$ cat config.mk
export PLATFORM = sky130hd
export DESIGN_NAME = wb_dcache_flush_ctrl
export DESIGN_NICKNAME = d
export VERILOG_FILES = /design/src/rtl/wb_dcache_flush_ctrl.sv
export SDC_FILE = /design/constraint.sdc
export NUM_CORES = 1
export LEC_CHECK = 0
export CORE_ASPECT_RATIO = 0.6
export CORE_UTILIZATION = 49
export CTS_BUF_LIST = sky130_fd_sc_hd__clkbuf_2
export DETAILED_ROUTE_END_ITERATION = 7
export GPL_TIMING_DRIVEN = 0
export MAX_ROUTING_LAYER = met4
export PLACE_DENSITY_LB_ADDON = 0.25
export SETUP_SLACK_MARGIN = 0.05
export SYNTH_ARGS = -nofsm -noshare
export SYNTH_HDL_FRONTEND = slang
export SYNTH_SLANG_ARGS = --single-unit
export TNS_END_PERCENT = 100
$ cat constraint.sdc
create_clock -name clk_i -period 2.21 [get_ports clk_i]
set_clock_uncertainty 0.2 [all_clocks]
set_input_delay 0.221 -clock clk_i [delete_from_list [all_inputs] [get_ports clk_i]]
set_output_delay 0.221 -clock clk_i [all_outputs]
set_load 0.005 [all_outputs]
$ cat src/rtl/wb_dcache_flush_ctrl.sv
// Write-back dcache flush sequencer: walks every set, writes back valid+dirty ways,
// then clears dirty bits (or invalidates valid lines) with one state update per set.
module wb_dcache_flush_ctrl #(
  parameter int NUM_SETS            = 256,
  parameter int NUM_WAYS            = 8,
  parameter int INVALIDATE_ON_FLUSH = 0,
  localparam int SET_W              = $clog2(NUM_SETS),
  localparam int WAY_W              = (NUM_WAYS > 1) ? $clog2(NUM_WAYS) : 1
) (
  input  logic                clk_i,
  input  logic                rst_i,
  input  logic                flush_req_i,
  output logic                flush_ack_o,
  output logic                busy_o,
  output logic                tag_req_o,
  input  logic                tag_gnt_i,
  output logic [SET_W-1:0]    tag_set_o,
  input  logic                tag_rvalid_i,
  input  logic [NUM_WAYS-1:0] tag_valid_i,
  input  logic [NUM_WAYS-1:0] tag_dirty_i,
  output logic                wb_req_o,
  input  logic                wb_gnt_i,
  output logic [SET_W-1:0]    wb_set_o,
  output logic [WAY_W-1:0]    wb_way_o,
  input  logic                wb_done_i,
  output logic                upd_req_o,
  input  logic                upd_gnt_i,
  output logic [SET_W-1:0]    upd_set_o,
  output logic [NUM_WAYS-1:0] upd_way_mask_o,
  output logic                upd_inval_o,
  output logic [15:0]         wb_count_o
);

  // Handshake: every req output is held with its payload stable until the matching
  // gnt is seen high in the same cycle; only one request is ever outstanding.

  typedef enum logic [3:0] {
    S_IDLE,
    S_TAG_RD,
    S_TAG_WAIT,
    S_SCAN,
    S_WB_REQ,
    S_WB_WAIT,
    S_UPDATE,
    S_NEXT_SET,
    S_DONE
  } state_t;

  localparam logic INVAL = (INVALIDATE_ON_FLUSH != 0);

  state_t              state_q, state_d;
  logic [SET_W-1:0]    set_q, set_d;
  logic [WAY_W-1:0]    way_q, way_d;
  logic [NUM_WAYS-1:0] pend_q, pend_d;
  logic [NUM_WAYS-1:0] vmask_q, vmask_d;
  logic [NUM_WAYS-1:0] clean_q, clean_d;
  logic [15:0]         wb_count_q, wb_count_d;
  logic [NUM_WAYS-1:0] way_bit;
  logic [NUM_WAYS-1:0] upd_mask;

  function automatic logic [WAY_W-1:0] lowest_way(input logic [NUM_WAYS-1:0] m);
    lowest_way = '0;
    for (int i = NUM_WAYS - 1; i >= 0; i--) begin
      if (m[i]) lowest_way = WAY_W'(i);
    end
  endfunction

  assign way_bit    = NUM_WAYS'(1) << way_q;
  assign upd_mask   = INVAL ? vmask_q : clean_q;
  assign busy_o     = (state_q != S_IDLE);
  assign wb_count_o = wb_count_q;

  always_ff @(posedge clk_i) begin
    if (rst_i) begin
      state_q    <= S_IDLE;
      set_q      <= '0;
      way_q      <= '0;
      pend_q     <= '0;
      vmask_q    <= '0;
      clean_q    <= '0;
      wb_count_q <= '0;
    end else begin
      state_q    <= state_d;
      set_q      <= set_d;
      way_q      <= way_d;
      pend_q     <= pend_d;
      vmask_q    <= vmask_d;
      clean_q    <= clean_d;
      wb_count_q <= wb_count_d;
    end
  end

  always_comb begin
    state_d        = state_q;
    set_d          = set_q;
    way_d          = way_q;
    pend_d         = pend_q;
    vmask_d        = vmask_q;
    clean_d        = clean_q;
    wb_count_d     = wb_count_q;
    flush_ack_o    = 1'b0;
    tag_req_o      = 1'b0;
    tag_set_o      = '0;
    wb_req_o       = 1'b0;
    wb_set_o       = '0;
    wb_way_o       = '0;
    upd_req_o      = 1'b0;
    upd_set_o      = '0;
    upd_way_mask_o = '0;
    upd_inval_o    = 1'b0;
    case (state_q)
      S_IDLE: begin
        if (flush_req_i) begin
          set_d      = '0;
          wb_count_d = '0;
          state_d    = S_TAG_RD;
        end
      end
      S_TAG_RD: begin
        tag_req_o = 1'b1;
        tag_set_o = set_q;
        if (tag_gnt_i) state_d = S_TAG_WAIT;
      end
      S_TAG_WAIT: begin
        if (tag_rvalid_i) begin
          // dirty bits on invalid ways carry no data worth writing back
          pend_d  = tag_valid_i & tag_dirty_i;
          vmask_d = tag_valid_i;
          clean_d = '0;
          state_d = S_SCAN;
        end
      end
      S_SCAN: begin
        if (pend_q != '0) begin
          way_d   = lowest_way(pend_q);
          state_d = S_WB_REQ;
        end else if (upd_mask != '0) begin
          state_d = S_UPDATE;
        end else begin
          state_d = S_NEXT_SET;
        end
      end
      S_WB_REQ: begin
        wb_req_o = 1'b1;
        wb_set_o = set_q;
        wb_way_o = way_q;
        if (wb_gnt_i) begin
          if (wb_count_q != 16'hFFFF) wb_count_d = wb_count_q + 16'd1;
          state_d = S_WB_WAIT;
        end
      end
      S_WB_WAIT: begin
        if (wb_done_i) begin
          pend_d  = pend_q & ~way_bit;
          clean_d = clean_q | way_bit;
          state_d = S_SCAN;
        end
      end
      S_UPDATE: begin
        upd_req_o      = 1'b1;
        upd_set_o      = set_q;
        upd_way_mask_o = upd_mask;
        upd_inval_o    = INVAL;
        if (upd_gnt_i) state_d = S_NEXT_SET;
      end
      S_NEXT_SET: begin
        if (set_q == SET_W'(NUM_SETS - 1)) begin
          state_d = S_DONE;
        end else begin
          set_d   = set_q + SET_W'(1);
          state_d = S_TAG_RD;
        end
      end
      S_DONE: begin
        flush_ack_o = 1'b1;
        state_d     = S_IDLE;
      end
      default: state_d = S_IDLE;
    endcase
  end

endmodule

Word-level counts from Yosys, hierarchy flattened:

Index checks and enable logic that the tools add are counted.

* flip-flop bits (word level): 47
* input bits: 24
* output and inout bits: 57
* word-level logic and storage cells: 83

* $add $sub $neg: 2
* equal/unequal tests: 18
* shift-type cells: 1
* multiplexer cells: 40
* bitwise operators: 4
* reductions and logical operators: 12

Operator list (number)
* two-way mux 8 bit: 10
* two-way mux 16 bit: 3
* case mux 8 bit (2 select lines): 3
* case mux 16 bit (2 select lines): 1
* case mux 4 bit (8 select lines): 1
* two-way mux 4 bit: 7
* two-way mux 3 bit: 9
* adder 16 x 1 -> 16 bit (second input constant): 1
* bitwise AND 8 bit: 2
* == test 4 x 3 -> 1 bit (second input constant): 4
* != test 16 bit (second input constant): 1
* != test 2 bit (second input constant): 8
* nonzero test 8 bit: 2
* adder 8 x 1 -> 8 bit (second input constant): 1
* == test 4 x 2 -> 1 bit (second input constant): 2
* == test 8 bit (second input constant): 1
* inverter 8 bit: 1
* OR 8 bit: 1
* << shifter 1 x 3 -> 8 bit (first input constant): 1
* AND reduction 3 bit: 2
* AND reduction 6 bit: 1
* nonzero test 2 bit: 3
* two-way mux 1 bit: 5
* == test 4 x 1 -> 1 bit (second input constant): 1
* other kinds (6): 6

Depth between registers and ports, before layout:

* depth in word-level cells: 8
* mapped depth: 8
* mapped depth without buffers: 6

Worst setup path before layout:

No wires, ideal clock.

* path kind: register to output
* from: register state_q[3]
* to: output port wb_set_o[0]
* arrival: 1.648 ns
* data required time: 1.789 ns
* setup slack: 0.141 ns
* stages on the path, launching flop included: 8
* buffers on the path: 4
* path through: dfxtp_1 > buf_6 > or4b_4 > buf_6 > clkinv_4 > buf_4 > clkbuf_1 > and2_1

* longest elaborated chain between the ends: 2

Ends and longest elaborated chain
* start: declaration: line 51 `state_t state_q, state_d;`
* start signal: assignment: line 83 `state_q <= state_d;`
* == test 4 x 3 -> 1 bit: line 111 `case (state_q)`
* two-way mux 8 bit: line 111
* end: declaration: line 23 `output logic [SET_W-1:0] wb_set_o,`

No other way between the ends.

Worst setup path in the final report:

* from: register state_q[3]
* to: output port wb_set_o[7]

Same word-level chain as after synthesis.

==> metrics.md <==
| Metric | Value |
|---|---|
| Vias | `3,650` |
| Cell variety after synth | `55` |
| Critical path type | `flop to output port` |
| Tot Pwr | `2.68 mW` |
| Antenna violations before repair | `0` |
| Die width | `98.6 µm` |
| CTS tree | `built` |
| Boundary Pins | `81` |
| Seq pwr share | `0.347` |
| Register Area | `958 µm²` |
| Mapped cell area | `2740 µm²` |
| Switching share of power | `0.397` |
| CP endpoint kind | `output port` |
| Max incr delay on CP | `480 ps` |
| Initial DRC count | `534` |
| Hold Violations, Final | `0` |
| Avg Cell Area, Syn | `7.77 µm²` |
| Seq cells post-synth | `47` |
| Placed insts | `497` |
| Critical Path AT | `2140 ps` |
| P_sw | `1.06 mW` |
| Worst-path maximum fanout | `6` |
| Fin crit share | `1.16` |
| RSZ-0062 raised after global routing | `true` |
| Share of cells above drive strength 1 | `0.371` |
| Max Fclk | `391 MHz` |
| Setup WS post-layout | `-350 ps` |
| Worst r2r dst | `wb_count_o[7]` |
| Total track usage | `0.345` |
| Post-synthesis mux area share | `0.0155` |
| Inserted Diodes | `0` |
| Sequential fraction of the synthesis area | `0.343` |
| Post-synth top area share | `0.343` |
| Yosys warnings | `0` |
| First-pass GRT wire length | `15,000 µm` |
| Worst Path Buf+Inv | `5` |
| Compound-Gate Fraction of Synth Area | `0.192` |
| Post-route cell area | `4410 µm²` |
| Filler instances | `295` |
| Worst setup SP type | `flop` |
| Main synth FF type | `dfxtp_1` |
| Number of detailed-route iterations in the first pass | `5` |
| CTS Buffer Depth | `2` |
| Post-synth top area cell | `dfxtp_1` |
| Number of global-route vias before repair | `2,959` |
| Leakage | `1.70 nW` |
| Gpl congestion | `0.876` |
| Max cap viols | `0` |
| Reg-to-reg critical path startpoint | `state_q[3]` |
| Final Slew Violations | `0` |
| Hold depth | `2` |
| DP Area | `3610 µm²` |
| Final core occ | `0.842` |
| Hold Startpoint | `rst_i` |
| Adder-cell share of the synthesized area | `0.00912` |
| Flop-to-flop setup slack | `-150 ps` |
| Setup TNS | `-6090 ps` |
| Max-Slew Margin vs Limit | `0.546` |
| Synth Area in Simple Gates | `0.350` |
| Vias/cell | `6.55` |
| Area of the core | `5230 µm²` |
| FP Rows | `20` |
| Total Nets Final | `516` |
| Largest family of logic cells by synthesized area | `simple AND/OR/NAND/NOR gates` |
| # H-tree levels | `2` |
| Non-Filler Instances | `557` |
| Cell count of the worst reg-to-reg path | `8` |
| Area delta synth->final | `60.6%` |
| Clock network power share | `0.141` |
| Top cell family by delay on the critical path | `buffers and inverters` |
| Status | `finished with violations` |
| Post-synthesis async set-or-reset flop share | `0` |
| Hold Path Class | `input port to flop` |
| Worst skew pair latency | `430 ps` |
| Final WL | `11,500 µm` |
| WL/cell | `20.6 µm` |
| Critical-path top delay cell | `or4b_4` |
| Floorplan die height | `60.0 µm` |
| Num CTS Buffers | `5` |
| Port buffer count | `78` |
| DRC Markers | `0` |
| Die Area | `5910 µm²` |
| Initial Util | `0.524` |
| Area occupied by multi-input gates | `1900 µm²` |
| Setup WS pre-CTS | `-580 ps` |
| Dpl hpwl | `6050 µm` |
| Grt ovf | `0` |
| Largest net degree at the start of global routing | `14` |
| Largest cells by area after synthesis | `dfxtp_1 34%, and2_1 7.1%, a21oi_1 5.8%` |
| Worst slew pin tran | `681 ps` |
| Cell repeated most along the worst path | `buf_8` |
| Crit. path cell count | `7` |
| Sink Count | `47` |
| Req. time, crit path | `1790 ps` |
| XOR/XNOR Fraction of Synth Area | `0.0192` |
| Comb power frac | `0.512` |
| PD cells | `608 nW/µm²` |
| Number of flops mapped to enable cells by yosys | `0` |
| Routed Antenna Nets | `0` |
| Clock-pin slew on the worst setup and hold paths | `250 ps` |
| Hold slack | `45.1 ps` |
| Root buf cell | `clkbuf_2` |
| Failing checks | `negative setup slack` |
| Cell Int Power | `1.61 mW` |
| Hold Crit Endpoint | `way_q[0]` |
| Syn_nets | `379` |
| Synth Instances | `353` |
| Peak VDD IR | `0.312 mV` |
| Fin crit period | `2560 ps` |
| Count of final setup violators | `46` |
| Critical Path, Cell by Cell | `buf_6 -> or4b_4 -> buf_8 -> clkinv_8 -> buf_8 -> and2_1 -> clkdlybuf4s15_2` |
==> layout by cell type, fill, tap and decap left out, types with 6 or more instances in the layout <==
cell and n:
xnor2_1 6, and2_1 19, clkbuf_2 7, a21oi_2 7, a21oi_1 25, dlygate4sd2_1 6
buf_2 20, and2_4 12, nor2_1 24, buf_6 32, nand3_1 29, buf_4 38
inv_1 17, o21ai_0 8, clkdlybuf4s50_1 38, nor3_2 8, a21boi_0 8, or3_1 10
nand4_1 6, nand2_1 14, dfxtp_1 41
==> per-layer routing <==
layer  GRT usage  vias up  share of wire
li1            -     1542              -
met1       0.482     1687           0.40
met2       0.506      353           0.42
met3      0.0842       68           0.15
met4      0.0725        0          0.035
met5           -        -              0
==> worst max path at each step <==
stage	end	slack, ps	from
finish	wb_set_o[7]	-350	state_q[3]
global route	wb_set_o[7]	-370	state_q[3]
CTS	wb_set_o[5]	-270	state_q[3]
detailed placement	tag_set_o[3]	-580	state_q[0]
global placement	tag_set_o[6]	-550	state_q[0]
floorplan	wb_set_o[0]	140	state_q[3]
==> registers in the layout, indices dropped and copies added, names as in the netlist <==
signal      cells
clean_q         8
pend_q          8
set_q           8
state_q         4
way_q           3
wb_count_o     16
==> power groups by stage <==
stage,Sequential [mW],Combinational (mW),Clock [mW]
finish,0.929,1.37,0.377
global route,0.934,1.42,0.398
CTS,0.917,1.06,0.360
detailed placement,0.926,0.669,0
global placement,0.925,0.660,0
floorplan,0.918,0.440,0
==> synthesized netlist by cell type, types with 6 or more instances <==
cell,n
nand4_1,6
nand3_1,30
nor2_1,29
and2_1,31
clkbuf_1,9
nor3_1,10
xnor2_1,6
or3_1,12
nand2_1,15
inv_1,18
a21oi_1,32
dfxtp_1,47
o21ai_0,14
a21boi_0,9
buf_2,8
==> what timing repair did <==
action	CTS	global route
hold buffers	0	0
pin swaps	17	26
cloned	3	2
resized for setup	195	82
buffers inserted	30	25
endpoints found under the setup margin	58	70
==> cells by family after synthesis <==
logic type	after synthesis
other	1
AO/OA/AOI/OAI	81
XOR/XNOR	6
flip-flops	47
multiplexers	4
adder cells (fa/ha/maj)	2
buffers and inverters	41
AND/OR/NAND/NOR	171
==> layout make-up <==
cell class,count,area share
Multi-Input combinational cell,268,0.432
Clock buffer,7,0.00795
Timing Repair Buffer,131,0.266
Buffer,18,0.0375
Inverter,19,0.0190
Sequential cell,47,0.218
Tap cell,66,0.0187
Clock inverter,1,0.00114
==> worst register-to-register path, stage by stage, from the launching register on <==
cell and delay [ps]:
dfxtp_2 390, buf_6 120, buf_4 150, nor3_2 300, and2_1 220, buf_4 220, o211ai_4 130, or4_1 430
a21oi_1 160
No activity file was read; power rests on OpenSTA's default activity.
